File: config.mk
export PLATFORM = sky130hd
export DESIGN_NAME = dcache_ctrl
export DESIGN_NICKNAME = d
export VERILOG_FILES = /design/src/rtl/dcache_ctrl.sv
export SDC_FILE = /design/constraint.sdc
export NUM_CORES = 1
export LEC_CHECK = 0
export ABC_CLOCK_PERIOD_IN_PS = 2460
export CORE_ASPECT_RATIO = 1.75
export CORE_MARGIN = 5
export CORE_UTILIZATION = 39
export DETAILED_ROUTE_END_ITERATION = 8
export HOLD_SLACK_MARGIN = 0.02
export PLACE_DENSITY = 0.74
export SLEW_MARGIN = 25
export SYNTH_ARGS = -nofsm -noshare
export SYNTH_HDL_FRONTEND = slang
export SYNTH_SLANG_ARGS = --single-unit
File: constraint.sdc
create_clock -name clk -period 2.46 [get_ports clk]
set_clock_uncertainty 0.2 [all_clocks]
set_input_delay 0.246 -clock clk [delete_from_list [all_inputs] [get_ports clk]]
set_output_delay 0.246 -clock clk [all_outputs]
set_load 0.005 [all_outputs]
File: src/rtl/dcache_ctrl.sv
// dcache_ctrl -- sequencing FSM for the 2-way, 256-set D-cache tag/dirty/LRU RAM.
//
// Takes one CPU load/store at a time, compares both ways' tags, and on a
// hit finishes the access (stores also rewrite the tag entry to set dirty).
// On a miss it writes back a dirty victim to L2, refills from L2 and
// rewrites the victim's tag entry. Control only; line data moves elsewhere.
//
// Ports:
//   clk, rst            clock, asynchronous active-high reset
//   req, we, addr       CPU request (held until done), store flag, byte address
//   done, stall         completion pulse, pipeline stall (req & ~done)
//   hit_way             way holding the line, valid with done
//   index               tag RAM set address (read data valid one cycle later)
//   block0/1_rw         tag RAM per-way write strobes
//   dirty_wd, tag_wd    tag RAM write data
//   tag0/1_rd, dirty0/1 tag RAM read data
//   lru                 1: way0 most recently written (victim is way1)
//   complete            tag RAM write acknowledge
//   l2_rd_req/l2_wr_req L2 line refill / write-back requests
//   l2_addr, l2_ack     L2 line address {tag, index}, L2 handshake done

module dcache_ctrl #(
    parameter int ADDR_W  = 32,
    parameter int INDEX_W = 8,
    parameter int TAG_W   = 21
) (
    input  logic                       clk,
    input  logic                       rst,
    input  logic                       req,
    input  logic                       we,
    input  logic [ADDR_W-1:0]          addr,
    output logic                       done,
    output logic                       stall,
    output logic                       hit_way,
    output logic [INDEX_W-1:0]         index,
    output logic                       block0_rw,
    output logic                       block1_rw,
    output logic                       dirty_wd,
    output logic [TAG_W-1:0]           tag_wd,
    input  logic [TAG_W-1:0]           tag0_rd,
    input  logic [TAG_W-1:0]           tag1_rd,
    input  logic                       dirty0,
    input  logic                       dirty1,
    input  logic                       lru,
    input  logic                       complete,
    output logic                       l2_rd_req,
    output logic                       l2_wr_req,
    output logic [TAG_W-2+INDEX_W:0]   l2_addr,
    input  logic                       l2_ack
);
    localparam int LTAG_W = TAG_W - 1;          // address tag bits, without valid
    localparam int TAG_LO = ADDR_W - LTAG_W;    // lowest address bit of the tag
    localparam int IDX_LO = TAG_LO - INDEX_W;   // lowest address bit of the index
    localparam int LINE_W = ADDR_W - IDX_LO;    // {tag, index}

    typedef enum logic [2:0] {
        S_IDLE, S_CMP, S_WRHIT, S_WB, S_RD, S_FILL, S_WAITC
    } state_t;

    state_t              state_q, state_d;
    logic [LINE_W-1:0]   addr_q, addr_d;      // latched {tag, index}
    logic                we_q, we_d;
    logic                way_q, way_d;        // hit way or victim way
    logic [LTAG_W-1:0]   tag_q, tag_d;        // stored tag of hit way / victim
    logic                done_q, done_d;
    logic                hit_way_q, hit_way_d;

    logic [LTAG_W-1:0]   req_tag;
    logic [INDEX_W-1:0]  index_q;
    logic                hit0, hit1;
    logic [TAG_W-1:0]    victim_tag;
    logic                victim_dirty;
    logic                unused_addr_bits;

    // Byte offset within the line is irrelevant to the tag controller.
    assign unused_addr_bits = ^addr[IDX_LO-1:0];

    assign req_tag      = addr_q[LINE_W-1 -: LTAG_W];
    assign index_q      = addr_q[INDEX_W-1:0];
    assign hit0         = tag0_rd[TAG_W-1] & (tag0_rd[LTAG_W-1:0] == req_tag);
    assign hit1         = tag1_rd[TAG_W-1] & (tag1_rd[LTAG_W-1:0] == req_tag);
    // lru=1 means way0 was written last, so way1 is the victim.
    assign victim_tag   = lru ? tag1_rd : tag0_rd;
    assign victim_dirty = lru ? dirty1 : dirty0;

    assign done    = done_q;
    assign hit_way = hit_way_q;
    assign stall   = ~rst & req & ~done_q;

    always_comb begin
        state_d   = state_q;
        addr_d    = addr_q;
        we_d      = we_q;
        way_d     = way_q;
        tag_d     = tag_q;
        done_d    = 1'b0;
        hit_way_d = 1'b0;
        index     = index_q;
        block0_rw = 1'b0;
        block1_rw = 1'b0;
        dirty_wd  = 1'b0;
        tag_wd    = '0;
        l2_rd_req = 1'b0;
        l2_wr_req = 1'b0;
        l2_addr   = '0;

        case (state_q)
            S_IDLE: begin
                index = addr[IDX_LO +: INDEX_W];
                // done_q guards against re-accepting the request that is
                // still held high during its own completion cycle.
                if (req && !done_q) begin
                    addr_d  = addr[ADDR_W-1:IDX_LO];
                    we_d    = we;
                    state_d = S_CMP;
                end
            end
            S_CMP: begin
                if (hit0 || hit1) begin
                    way_d = ~hit0;                      // way0 wins a double hit
                    tag_d = hit0 ? tag0_rd[LTAG_W-1:0] : tag1_rd[LTAG_W-1:0];
                    if (we_q) begin
                        state_d = S_WRHIT;
                    end else begin
                        done_d    = 1'b1;
                        hit_way_d = ~hit0;
                        state_d   = S_IDLE;
                    end
                end else begin
                    way_d   = lru;
                    tag_d   = victim_tag[LTAG_W-1:0];
                    state_d = (victim_tag[TAG_W-1] && victim_dirty) ? S_WB : S_RD;
                end
            end
            S_WRHIT: begin
                block0_rw = ~way_q;
                block1_rw = way_q;
                tag_wd    = {1'b1, tag_q};
                dirty_wd  = 1'b1;
                state_d   = S_WAITC;
            end
            S_WB: begin
                l2_wr_req = 1'b1;
                l2_addr   = {tag_q, index_q};
                if (l2_ack) state_d = S_RD;
            end
            S_RD: begin
                l2_rd_req = 1'b1;
                l2_addr   = {req_tag, index_q};
                if (l2_ack) state_d = S_FILL;
            end
            S_FILL: begin
                block0_rw = ~way_q;
                block1_rw = way_q;
                tag_wd    = {1'b1, req_tag};
                dirty_wd  = we_q;
                state_d   = S_WAITC;
            end
            S_WAITC: begin
                if (complete) begin
                    done_d    = 1'b1;
                    hit_way_d = way_q;
                    state_d   = S_IDLE;
                end
            end
            default: state_d = S_IDLE;
        endcase

        // Outputs go quiet the moment reset asserts, not at the next edge.
        if (rst) begin
            index     = '0;
            block0_rw = 1'b0;
            block1_rw = 1'b0;
            dirty_wd  = 1'b0;
            tag_wd    = '0;
            l2_rd_req = 1'b0;
            l2_wr_req = 1'b0;
            l2_addr   = '0;
        end
    end

    always_ff @(posedge clk or posedge rst) begin
        if (rst) begin
            state_q   <= S_IDLE;
            addr_q    <= '0;
            we_q      <= 1'b0;
            way_q     <= 1'b0;
            tag_q     <= '0;
            done_q    <= 1'b0;
            hit_way_q <= 1'b0;
        end else begin
            state_q   <= state_d;
            addr_q    <= addr_d;
            we_q      <= we_d;
            way_q     <= way_d;
            tag_q     <= tag_d;
            done_q    <= done_d;
            hit_way_q <= hit_way_d;
        end
    end
endmodule

==> impl_metrics.env, run 1 <==
export IMPL_clk_latency_worst_skew_pair_ns=0.30
export IMPL_yosys_register_bits=55
export IMPL_die_height_um=137
export IMPL_cts_root_buffer_cell="sky130_fd_sc_hd__clkbuf_16"
export IMPL_critical_path_top_delay_family="buffers and inverters"
export IMPL_ir_drop_v=0.000544
export IMPL_grt_max_degree=56
export IMPL_area_growth_syn_to_layout_pct=55.9
export IMPL_fmaxAchievable_ghz=0.402
export IMPL_setup_violations_final=9
export IMPL_worstPathRequired_ns=2.01
export IMPL_ys_warnings_count=0
export IMPL_drive_gt1_share_pct=15.1
export IMPL_synth_edff_count=0
export IMPL_clkTransAtPathRegs_ns=0.07
export IMPL_power_leakage_nw=2.38
export IMPL_setup_worst_path_class="reg -> out"
export IMPL_slew_headroom_pct=51.1
export IMPL_path_max_fanout=15
export IMPL_cp_slowest_cell="sky130_fd_sc_hd__clkdlybuf4s50_1"
export IMPL_cp_arrival_ns=2.04
export IMPL_crit_buf_inv=2
export IMPL_routed_via_density=5.70
export IMPL_worstHoldPathCells=1
export IMPL_critPathMaxStageDelay_ns=0.51
export IMPL_ctsHoldBuffers=0
export IMPL_drt_wirelength_per_cell_um=20.4
export IMPL_floorplan_core_area_mm2=0.00904
export IMPL_min_delay_path_class="reg -> reg"
export IMPL_die_width_um=82.6
export IMPL_first_global_vias=3955
export IMPL_reg2reg_depth=7
export IMPL_holdWs_ns=0.316
export IMPL_rsz0062_at_grt="yes"
export IMPL_drt_iter0_drc=254
export IMPL_finalHoldViolCount=0
export IMPL_grt_use_total_pct=24.0
export IMPL_status="finished, violations left"
export IMPL_drt_pre_antenna_iters=5
export IMPL_fin_nets=638
export IMPL_totalPowerFinal_mw=5.40
export IMPL_power_density_mw_per_mm2=962
export IMPL_synth_main_ff_cell="sky130_fd_sc_hd__dfrtp_1"
export IMPL_slew_violations=0
export IMPL_grt_first_pass_wirelength_um=20400
export IMPL_numCtsBuffers=5
export IMPL_cts_root_to_sink_buffers=2
export IMPL_cts_sink_count=55
export IMPL_count_of_boundary_i_o_pins=148
export IMPL_slew_at_the_pin_with_the_worst_max_slew_slack_ns=0.733
export IMPL_totalWireLength_um=13800
export IMPL_library_cells_used_by_synthesis=41
export IMPL_netlist_area_mm2=0.00360
export IMPL_post_dp_hpwl_um=10100
export IMPL_drc=0
export IMPL_vias=3861
export IMPL_buffer_ports_inserted=143
export IMPL_drtAntennaViolNets=0
export IMPL_synth_seq_area_share_pct=38.3
export IMPL_start_util_pct=39.8
export IMPL_post_route_period_util_pct=101
export IMPL_synth_area_per_cell_um2=9.08
export IMPL_synth_net_count=479
export IMPL_critPathCaptureType="output pin"
export IMPL_synth_async_reset_ratio_pct=100
export IMPL_crit_path_cell_trace="and4bb_2 > buf_12 > a22o_1 > clkdlybuf4s50_1"
export IMPL_overflow=0
export IMPL_violations="negative setup slack"
export IMPL_cts_htree_levels=2
export IMPL_standard_cell_rows=46
export IMPL_finalWorstPathRequiredPeriod_ns=2.49
export IMPL_crit_cells=4
export IMPL_critPathLaunchType="flop"
export IMPL_cell_count_after_synthesis=396
export IMPL_die_area_mm2=0.0113
export IMPL_antenna_violations_before_repair=1
export IMPL_maxCapViolations=0
export IMPL_routabilityCongestion=0.881
export IMPL_tritoncts_clock_tree="yes"
export IMPL_setup_ws_ns=-0.0292
[synth_stat cells (all sizes together), types with 2 or more instances]
cell	n	area, um2
nand3	3	15.0
dfrtp	55	1380
o21ai	22	110
inv	2	7.51
xor2	8	70.1
nor2	51	191
and3	2	12.5
and2	11	68.8
a22oi	22	165
o21a	2	15.0
xnor2	32	280
nor3b	2	15.0
a21oi	31	155
o31ai	2	20.0
buf	12	77.6
a22o	21	184
a31oi	21	131
nor3	2	21.3
nand2	22	82.6
nor2b	3	18.8
clkbuf	20	75.1
nand4	8	50.1
nor4	4	46.3
mux2	29	327
[placed cells by master (no fill, tap or decap), types with 19 or more instances in the layout]
cell	n
sky130_fd_sc_hd__a31oi_1	21
sky130_fd_sc_hd__dfrtp_1	54
sky130_fd_sc_hd__mux2_2	19
sky130_fd_sc_hd__xnor2_1	32
sky130_fd_sc_hd__clkdlybuf4s50_1	117
sky130_fd_sc_hd__a21oi_1	31
sky130_fd_sc_hd__o21ai_1	20
sky130_fd_sc_hd__a22oi_1	22
sky130_fd_sc_hd__nor2_1	47
sky130_fd_sc_hd__buf_4	32
sky130_fd_sc_hd__dlygate4sd2_1	19
sky130_fd_sc_hd__a22o_1	21
sky130_fd_sc_hd__nand2_1	22
[registers in the layout, indices dropped and copies added, names as in the netlist]
register  cells
addr_q       28
tag_q        20
state_q       3
done          1
hit_way       1
way_q         1
we_q          1
[path summary, 6_finish.rpt]
check	startpoint	end	slack [ns]
hold / removal	addr_q[4]	addr_q[4]	0.32
hold reg to reg	addr_q[4]	addr_q[4]	0.32
setup reg to reg	addr_q[12]	tag_q[18]	0.17
setup / recovery	state_q[2]	l2_addr[9]	-0.03
min in group asynchronous	rst	done	0.67
max in group asynchronous	rst	state_q[2]	0.88
[logic make-up after synthesis]
group | synth area share (%)
DFF | 38.3
muxes | 9.36
buffers and inverters | 4.45
AOI/OAI and AO/OA | 22.5
xor gates and xnor gates | 9.74
and+or+nand+nor | 15.7
[metal layers]
layer / GRT usage, % / wire (um)
met1: 26.1 / 4810
met2: 42.9 / 7460
met3: 3.75 / 891
met4: 13.2 / 630
met5: 0 / 0
[through the flow]
stage | TNS, ns | utilization [%] | setup slack [ns] | instances | area [um2]
floorplan | 0 | - | 0.0939 | 396 | 3600
global placement | -0.0000109 | 58.9 | -0.0000109 | 659 | 5320
detailed placement | -1.00 | 58.9 | -0.0606 | 659 | 5320
CTS | -0.0446 | 61.1 | -0.0243 | 670 | 5520
global route | -1.30 | 62.1 | -0.0757 | 677 | 5610
finish | -0.0891 | 62.1 | -0.0292 | 677 | 5610
[what timing repair did]
item | CTS | global route
setup buffers | 3 | 5
gates cloned | 0 | 1
pin swaps | 2 | 0
setup endpoints to repair | 46 | 38
resized for setup | 28 | 10
[power by group]
group / internal (mW) / leakage [nW] / switching (mW)
Sequential: 1.35 / 0.649 / 0.538
Clock: 0.435 / 0.0772 / 0.329
Combinational: 1.55 / 1.66 / 1.19
[final cells by class]
cell class | count | area, um2
diodes | 1 | 2.50
clock buffers | 8 | 156
fillers | 807 | 3430
inverters | 2 | 11.3
multi-input cells | 307 | 2100
flip-flops and latches | 55 | 1380
well taps | 120 | 150
repair buffers | 184 | 1820
Note: power is estimated with default switching activity, not from simulation.
==> run 2, diff against run 1 <==
HOLD_SLACK_MARGIN = 0.03   (was 0.02)
PLACE_DENSITY = 0.82   (was 0.74)
==> run 2 against run 1 <==
  * The run still ends with negative setup slack left
  * Worst setup slack improved by 0.027 ns
  * Sequential power about the same
  * Clock power decreased by 5.4%
  * Wire length increased by 2.8%
  * Utilization increased by 2.6 points
  * Via count increased by 3.8%
  * First-iteration DRC count increased by 6.3%
  * Register-to-register slack got worse by 0.02 ns
  * Worst hold slack got worse by 0.0049 ns
  * Combinational power increased by 3%
  * Cell area increased by 4.1%
  * Total power increased by 0.86%
  * Largest cell class unchanged
==> impl_metrics.env, run 2 (synthesized netlist as in run 1, its figures left out) <==
export IMPL_status="finished, violations left"
export IMPL_violations="negative setup slack"
export IMPL_floorplan_core_area_mm2=0.00904
export IMPL_crit_buf_inv=3
export IMPL_min_delay_path_class="reg -> reg"
export IMPL_layout_top_registers="addr_q: 28 flops, tag_q: 20 flops, state_q: 3 flops"
export IMPL_first_global_vias=4029
export IMPL_maxCapViolations=0
export IMPL_cp_arrival_ns=2.02
export IMPL_finalWorstPathRequiredPeriod_ns=2.46
export IMPL_numCtsBuffers=5
export IMPL_clk_latency_worst_skew_pair_ns=0.30
export IMPL_clkTransAtPathRegs_ns=0.07
export IMPL_power_density_mw_per_mm2=932
export IMPL_totalPowerFinal_mw=5.44
export IMPL_die_width_um=82.6
export IMPL_vias=4008
export IMPL_routed_via_density=5.83
export IMPL_die_height_um=137
export IMPL_slew_violations=0
export IMPL_post_dp_hpwl_um=10200
export IMPL_crit_path_cell_trace="buf_6 > and3b_2 > nor2_1 > nor2_2 > buf_4 > clkdlybuf4s50_1"
export IMPL_critPathCaptureType="output pin"
export IMPL_drt_pre_antenna_iters=5
export IMPL_setup_violations_final=1
export IMPL_num_fill_cells=743
export IMPL_cts_htree_levels=2
export IMPL_antenna_violations_before_repair=1
export IMPL_grt_first_pass_wirelength_um=20800
export IMPL_cts_root_buffer_cell="sky130_fd_sc_hd__clkbuf_16"
export IMPL_cts_sink_count=55
export IMPL_finalHoldViolCount=0
export IMPL_start_util_pct=39.8
export IMPL_largest_register="addr_q"
export IMPL_routabilityCongestion=0.929
export IMPL_die_area_mm2=0.0113
export IMPL_critPathMaxStageDelay_ns=0.49
export IMPL_slew_headroom_pct=49.3
export IMPL_ir_drop_v=0.000608
export IMPL_fin_nets=649
export IMPL_path_max_fanout=5
export IMPL_cts_root_to_sink_buffers=2
export IMPL_grt_use_total_pct=24.5
export IMPL_most_common_layout_cells="sky130_fd_sc_hd__clkdlybuf4s50_1, sky130_fd_sc_hd__dfrtp_1, sky130_fd_sc_hd__nor2_1, sky130_fd_sc_hd__dlymetal6s2s_1, sky130_fd_sc_hd__buf_4"
export IMPL_ctsHoldBuffers=0
export IMPL_area_growth_syn_to_layout_pct=62.4
export IMPL_fmaxAchievable_ghz=0.406
export IMPL_grt_max_degree=56
export IMPL_slew_at_the_pin_with_the_worst_max_slew_slack_ns=0.760
export IMPL_overflow=0
export IMPL_count_of_boundary_i_o_pins=148
export IMPL_holdWs_ns=0.311
export IMPL_critical_path_top_delay_family="buffers and inverters"
export IMPL_cp_slowest_cell="sky130_fd_sc_hd__clkdlybuf4s50_1"
export IMPL_buffer_ports_inserted=143
export IMPL_drive_gt1_share_pct=17.1
export IMPL_setup_ws_ns=-0.00193
export IMPL_setup_worst_path_class="reg -> out"
export IMPL_post_route_period_util_pct=100
export IMPL_fin_tns_setup_ns=-0.00193
export IMPL_ff2ff_setup_slack_ns=0.15
export IMPL_totalWireLength_um=14200
export IMPL_tritoncts_clock_tree="yes"
export IMPL_drt_wirelength_per_cell_um=20.6
export IMPL_drtAntennaViolNets=0
export IMPL_critPathLaunchType="flop"
export IMPL_layout_cells_most_common="sky130_fd_sc_hd__clkdlybuf4s50_1"
export IMPL_drc=0
export IMPL_drt_iter0_drc=270
export IMPL_power_leakage_nw=3.06
export IMPL_standard_cell_rows=46
export IMPL_rsz0062_at_grt="yes"
export IMPL_worstPathRequired_ns=2.01
export IMPL_max_reg_flops=28
-- run 2: final cells by class --
cell class,instances,area (um2),area share (%)
multi-input combinational,307,2110,36.0
timing repair buffer,195,2050,35.1
sequential,55,1380,23.6
tap,120,150,2.57
clock buffer,6,129,2.21
clock inverter,2,12.5,0.214
inverter,2,11.3,0.193
antenna,1,2.50,0.0428
-- run 2: metrics by stage --
step           area (um2)  worst slack (ns)  std cells  util, %
3_3_place_gp         5340           -0.0755        660     59.1
4_1_cts              5580           -0.0447        673     61.7
5_1_grt              5840           -0.0919        688     64.6
6_report             5840          -0.00193        688     64.6
3_5_place_dp         5340            -0.109        660     59.1
2_1_floorplan        3600            0.0939        396        -
-- run 2: worst paths after layout --
kind,start,to,depth (start not counted)
worst max-delay path,state_q[0],tag_wd[20],6
worst max register to register,addr_q[20],tag_q[14],8
min in group asynchronous,rst,done,4
worst min-delay path,addr_q[3],addr_q[3],1
worst min register to register,addr_q[3],addr_q[3],1
max in group asynchronous,rst,state_q[1],4
-- run 2: layer usage --
metal / up-vias / share of wire, % / global-route usage (%)
met2: 222 / 54 / 43.6
li1: 1771 / - / -
met1: 1959 / 34 / 25.9
met5: - / 0 / 0
met4: 0 / 5.8 / 15.2
met3: 56 / 6.1 / 3.89
-- run 2: repair_timing --
action	in CTS	in global routing
pin swaps	2	3
gates cloned	1	1
buffers inserted	4	13
gates resized for setup	19	60
setup endpoints to repair	61	58
-- run 2: worst register-to-register path: cells and delay by family (launching register included) --
kind | cells | cell delay, ns
XOR/XNOR | 1 | 0.30
AO/OA/AOI/OAI | 3 | 0.50
AND/OR/NAND/NOR | 2 | 0.50
buffers and inverters | 2 | 0.32
flip-flops | 1 | 0.40
-- run 2: report_power, final --
group | internal [mW] | switching, mW
Clock | 0.377 | 0.346
Sequential | 1.36 | 0.553
Combinational | 1.60 | 1.21
Total | 3.33 | 2.11
